`config.mk`:
```
export PLATFORM = sky130hd
export DESIGN_NAME = alu_operand_issue
export DESIGN_NICKNAME = d
export VERILOG_FILES = /design/src/rtl/alu_pkg.sv /design/src/rtl/issue_skid_buf.sv /design/src/rtl/alu_operand_issue.sv
export SDC_FILE = /design/constraint.sdc
export NUM_CORES = 1
export LEC_CHECK = 0
export ABC_AREA = 1
export CAP_MARGIN = 20
export CORE_UTILIZATION = 45
export CTS_CLUSTER_SIZE = 24
export DETAILED_ROUTE_END_ITERATION = 8
export GPL_TIMING_DRIVEN = 0
export MAX_ROUTING_LAYER = met4
export PLACE_DENSITY = 0.78
export SLEW_MARGIN = 25
export SYNTH_ARGS = -nofsm -noshare
export SYNTH_HDL_FRONTEND = slang
export SYNTH_HIERARCHICAL = 1
export SYNTH_SLANG_ARGS = --single-unit
```
`constraint.sdc`:
```
create_clock -name clk -period 4.63 [get_ports clk]
set_clock_uncertainty 0.1 [all_clocks]
set_input_delay 0.926 -clock clk [delete_from_list [all_inputs] [get_ports clk]]
set_output_delay 0.926 -clock clk [all_outputs]
set_load 0.01 [all_outputs]
```
`src/rtl/alu_pkg.sv`:
```
// Shared ALUOp encodings and the issue-slot payload type for the execute-stage issue path.
package alu_pkg;
    localparam int ALU_WIDTH  = 32;
    localparam int ALU_RIDX_W = 5;

    localparam logic [1:0] ALU_ADD = 2'b00;
    localparam logic [1:0] ALU_SUB = 2'b01;

    typedef struct packed {
        logic [1:0]           aluop;
        logic [ALU_WIDTH-1:0] a;
        logic [ALU_WIDTH-1:0] b;
    } alu_issue_t;
endpackage

```
`src/rtl/issue_skid_buf.sv`:
```
// Two-entry valid/ready pipeline register: a main slot driving the output and a skid slot
// that catches the op accepted while main is stalled. Ready is registered (!skid_valid).
import alu_pkg::*;

module issue_skid_buf #(
    parameter type T = alu_issue_t
) (
    input  logic clk,
    input  logic rst,
    input  logic flush,
    input  logic in_valid,
    output logic in_ready,
    input  T     in_data,
    output logic out_valid,
    input  logic out_ready,
    output T     out_data
);
    logic main_valid, skid_valid;
    T     main_q, skid_q;
    logic accept, drain;

    assign accept    = in_valid & in_ready;
    assign drain     = main_valid & out_ready;
    assign in_ready  = !skid_valid;
    assign out_valid = main_valid;
    assign out_data  = main_q;

    always_ff @(posedge clk or posedge rst) begin
        if (rst) begin
            main_valid <= 1'b0;
            skid_valid <= 1'b0;
            main_q     <= '0;
            skid_q     <= '0;
        end else if (flush) begin
            main_valid <= 1'b0;
            skid_valid <= 1'b0;
        end else if (!main_valid || drain) begin
            // A full skid blocks accept, so the skid entry is always the older op here.
            if (skid_valid) begin
                main_q     <= skid_q;
                main_valid <= 1'b1;
                skid_valid <= 1'b0;
            end else if (accept) begin
                main_q     <= in_data;
                main_valid <= 1'b1;
            end else begin
                main_valid <= 1'b0;
            end
        end else if (accept) begin
            skid_q     <= in_data;
            skid_valid <= 1'b1;
        end
    end
endmodule

```
`src/rtl/alu_operand_issue.sv`:
```
// Execute-stage issue: resolves A/B from register file, EX/WB forwards or immediate at
// accept time and hands {aluop, a, b} to the arithmetic unit through a skid buffer.
import alu_pkg::*;

module alu_operand_issue #(
    parameter int WIDTH  = ALU_WIDTH,
    parameter int IMM_W  = 16,
    parameter int RIDX_W = ALU_RIDX_W
) (
    input  logic              clk,
    input  logic              reset,
    input  logic              flush,
    input  logic              in_valid,
    output logic              in_ready,
    input  logic [1:0]        in_aluop,
    input  logic [RIDX_W-1:0] in_rs_idx,
    input  logic [RIDX_W-1:0] in_rt_idx,
    input  logic [WIDTH-1:0]  in_rs_val,
    input  logic [WIDTH-1:0]  in_rt_val,
    input  logic [IMM_W-1:0]  in_imm,
    input  logic              in_use_imm,
    input  logic              in_sign_ext,
    input  logic              fwd_ex_en,
    input  logic [RIDX_W-1:0] fwd_ex_idx,
    input  logic [WIDTH-1:0]  fwd_ex_data,
    input  logic              fwd_wb_en,
    input  logic [RIDX_W-1:0] fwd_wb_idx,
    input  logic [WIDTH-1:0]  fwd_wb_data,
    output logic              out_valid,
    input  logic              out_ready,
    output logic [1:0]        out_aluop,
    output logic [WIDTH-1:0]  out_a,
    output logic [WIDTH-1:0]  out_b
);
    typedef struct packed {
        logic [1:0]       aluop;
        logic [WIDTH-1:0] a;
        logic [WIDTH-1:0] b;
    } issue_t;

    issue_t           in_op, out_op;
    logic [WIDTH-1:0] rs_res, rt_res, imm_ext;

    // Register 0 is hard-wired zero and must never pick up a forward aimed at it.
    function automatic logic [WIDTH-1:0] resolve(input logic [RIDX_W-1:0] idx,
                                                 input logic [WIDTH-1:0]  rf);
        if (idx == '0)                          return '0;
        else if (fwd_ex_en && fwd_ex_idx == idx) return fwd_ex_data;
        else if (fwd_wb_en && fwd_wb_idx == idx) return fwd_wb_data;
        else                                     return rf;
    endfunction

    always_comb begin
        rs_res  = resolve(in_rs_idx, in_rs_val);
        rt_res  = resolve(in_rt_idx, in_rt_val);
        imm_ext = in_sign_ext ? {{(WIDTH-IMM_W){in_imm[IMM_W-1]}}, in_imm}
                              : {{(WIDTH-IMM_W){1'b0}}, in_imm};
        in_op       = '0;
        in_op.aluop = in_aluop;
        in_op.a     = rs_res;
        in_op.b     = in_use_imm ? imm_ext : rt_res;
    end

    issue_skid_buf #(.T(issue_t)) u_skid (
        .clk       (clk),
        .rst       (reset),
        .flush     (flush),
        .in_valid  (in_valid),
        .in_ready  (in_ready),
        .in_data   (in_op),
        .out_valid (out_valid),
        .out_ready (out_ready),
        .out_data  (out_op)
    );

    assign out_aluop = out_op.aluop;
    assign out_a     = out_op.a;
    assign out_b     = out_op.b;
endmodule

```
==> results.toml <==
[detailed_routing]
dr.max_layer_used = "met4"
vias = 10200
drt-initial-drc-count = 952
wl_met1_um = 13500
wl_per_cell_um = 16.9
dr_wl_met2_um = 15500
firstDrtPassIters = 6
drt_wl_total_um = 32900
ant_nets = 0
drc_errors = 0
drt-vias-per-instance = 5.23
dr_wl_met3_um = 2800

[power_and_ir_drop]
power_per_cell_area_nw_per_um2 = 320
ir_worst_vdd_mv = 0.256
leakagePower_uw = 0.00659

[floorplanning]
die_h_um = 143
die_area_um2 = 20400
start_util_pct = 45.9
num_rows = 51
core-area_um2 = 19400
die_w_um = 143
design.portCount = 243

[clock_network]
cts_buffer_depth = 2
post_cts_buffers = 0
cts-htree-levels = 4
tritoncts = "yes"
cts_hold_buffers = 0
insertion_delay_ns = 0.43
cts_root_buf = "clkbuf_16"
clkTransAtPathRegs_ns = 0.07
clock-sinks = 134
cts_buffers = 17
post_cts_resized = 0

[final_layout]
utilization_pct = 63.2
fin_nets = 1842
layout_common_cells = "nand2_1 (680), clkdlybuf4s50_1 (241), nand3_1 (233), nor2_1 (137), dfrtp_1 (134)"
fillCellCount = 1863
final_common_cell = "nand2_1"
area_growth_pct = 37.7
drive_gt1_share_pct = 8.81

[setup_path]
critical_path_class = "reg -> out"
critPathArrivalTime_ns = 1.96
max_stage_delay_ns = 0.57
critPathCaptureType = "output port"
cpMaxStageDelayCell = "clkdlybuf4s50_1"
worstSetupStartpointType = "flip-flop"
crit_required_ns = 3.60
cp_max_fo = 10
crit_chain = "buf_4 > inv_2 > buf_2 > clkdlybuf4s50_1"

[logic_synthesis]
syn_inst = 1406
synth_cell_type_count = 25
syn_area_per_cell_um2 = 6.33
synth-seq-cells = 134
yosysWarnings = 6
synth_area_um2 = 8900
yosysSeqAreaShare_pct = 37.7
synth.net_count = 1581

[sta]
worst_slew_pin_slew_ns = 0.553
post-route-period-util_pct = 64.5
drv_slew = 0
finalHoldViolations = 0
relSlewSlack_pct = 63.1
setup_viol = 0
min_period_ns = 2.98
grt_setup_unrepaired = "no"
fin_setup_tns_ns = 0
fmax_mhz = 335

[global_routing]
grt_pass1_wl_um = 51100
grt_use_total_pct = 34.4
grt_overflow_total = 0
grt_max_degree = 74
antenna_found_initial = 2
grt_pass1_vias = 9592

[min_path]
hp-class = "reg -> reg"

[job]
maxCapViolCount = 0

[placement]
port_buffers = 241
place_congestion = 0.972
dp_hpwl_um = 25500

[run_status]
outcome = "finished clean"
## per-stage QoR
stage	setup slack (ns)	cell area, um2	instances	power, uW	hold slack (ns)
final	1.65	12300	1947	3930	0.372
after global routing	1.60	12300	1947	4120	0.399
after CTS	1.66	12300	1945	3930	0.374
after detailed placement	1.37	11700	1913	2600	0.358
after global placement	-1.96	11600	1912	2570	0.353
after floorplan	0.0212	8900	1406	2050	0.342
## path summary, 6_finish.rpt
| kind | startpoint | end | slack [ns] | depth (start not counted) |
|---|---|---|---|---|
| max | u_skid/skid_valid | in_ready | 1.65 | 4 |
| min | u_skid/skid_q[63] | u_skid/skid_q[63] | 0.37 | 2 |
| max reg2reg | u_skid/out_valid | u_skid/out_data[4] | 2.89 | 5 |
| min reg2reg | u_skid/skid_q[63] | u_skid/skid_q[63] | 0.37 | 2 |
| max in group asynchronous | reset | u_skid/skid_q[19] | 2.88 | 3 |
| min in group asynchronous | reset | u_skid/skid_valid | 0.83 | 2 |
## layer usage
metal | up-vias | GRT usage [%]
li1 | 4941 | -
met3 | 65 | 6.64
met1 | 4688 | 42.7
met2 | 494 | 55.4
met5 | - | -
met4 | 0 | 13.0
## final cells by class
cell class	count	area (um2)	share of cell area (%)
antenna	2	5.00	0.0408
buffer	99	631	5.14
clock buffer	17	425	3.47
clock inverter	15	144	1.17
inverter	60	233	1.90
multi-input combinational	1113	4690	38.3
sequential	134	3350	27.4
tap	265	332	2.71
timing repair buffer	242	2440	19.9
## registers in the layout, indices dropped and copies added (netlist names)
register,flops
u_skid/out_data,66
u_skid/out_valid,1
u_skid/skid_q,66
u_skid/skid_valid,1
## cells in the mapped netlist
cell type  count  area (um2)
inv_1         48         180
nand2_1      680        2550
a21oi_1        2        10.0
nand2_2        2        12.5
buf_4         19         143
buf_1          1        3.75
buf_6         17         191
nor3_1         1        5.00
nand4_1       33         206
inv_2         12        45.0
nor2_1       137         514
o21bai_1       1        7.51
nor2_2         5        31.3
nand3_2        1        10.0
xor2_1         1        8.76
clkbuf_1      14        52.6
o21ai_1        6        30.0
nand3_1      233        1170
a21oi_4        1        16.3
buf_2         48         240
dfrtp_1      134        3350
nor3_2         1        10.0
nor2_4         5        56.3
o21ai_0        1        5.00
nand3_4        3        52.6
## kinds of logic (layout without fill, tap and decap cells)
kind of cell	after synthesis	count (layout)	synth area share [%]
AND/OR/NAND/NOR	1101	1101	51.9
buffers and inverters	159	433	9.61
flip-flops	134	134	37.7
AO/OA/AOI/OAI	11	11	0.773
XOR/XNOR	1	1	0.0984
other	0	2	0
## critical path: cells and delay by family, from the launching register on
| kind | cells | cell delay (ns) |
|---|---|---|
| flip-flops | 1 | 0.37 |
| buffers and inverters | 4 | 1.16 |
## where the power goes
| group | internal, uW | total (uW) | switching [uW] |
|---|---|---|---|
| sequential | 1400 | 1530 | 126 |
| clock | 715 | 1330 | 617 |
| combinational | 505 | 1070 | 562 |
| total | 2620 | 3930 | 1300 |
Power figures use the tool's default switching activity.
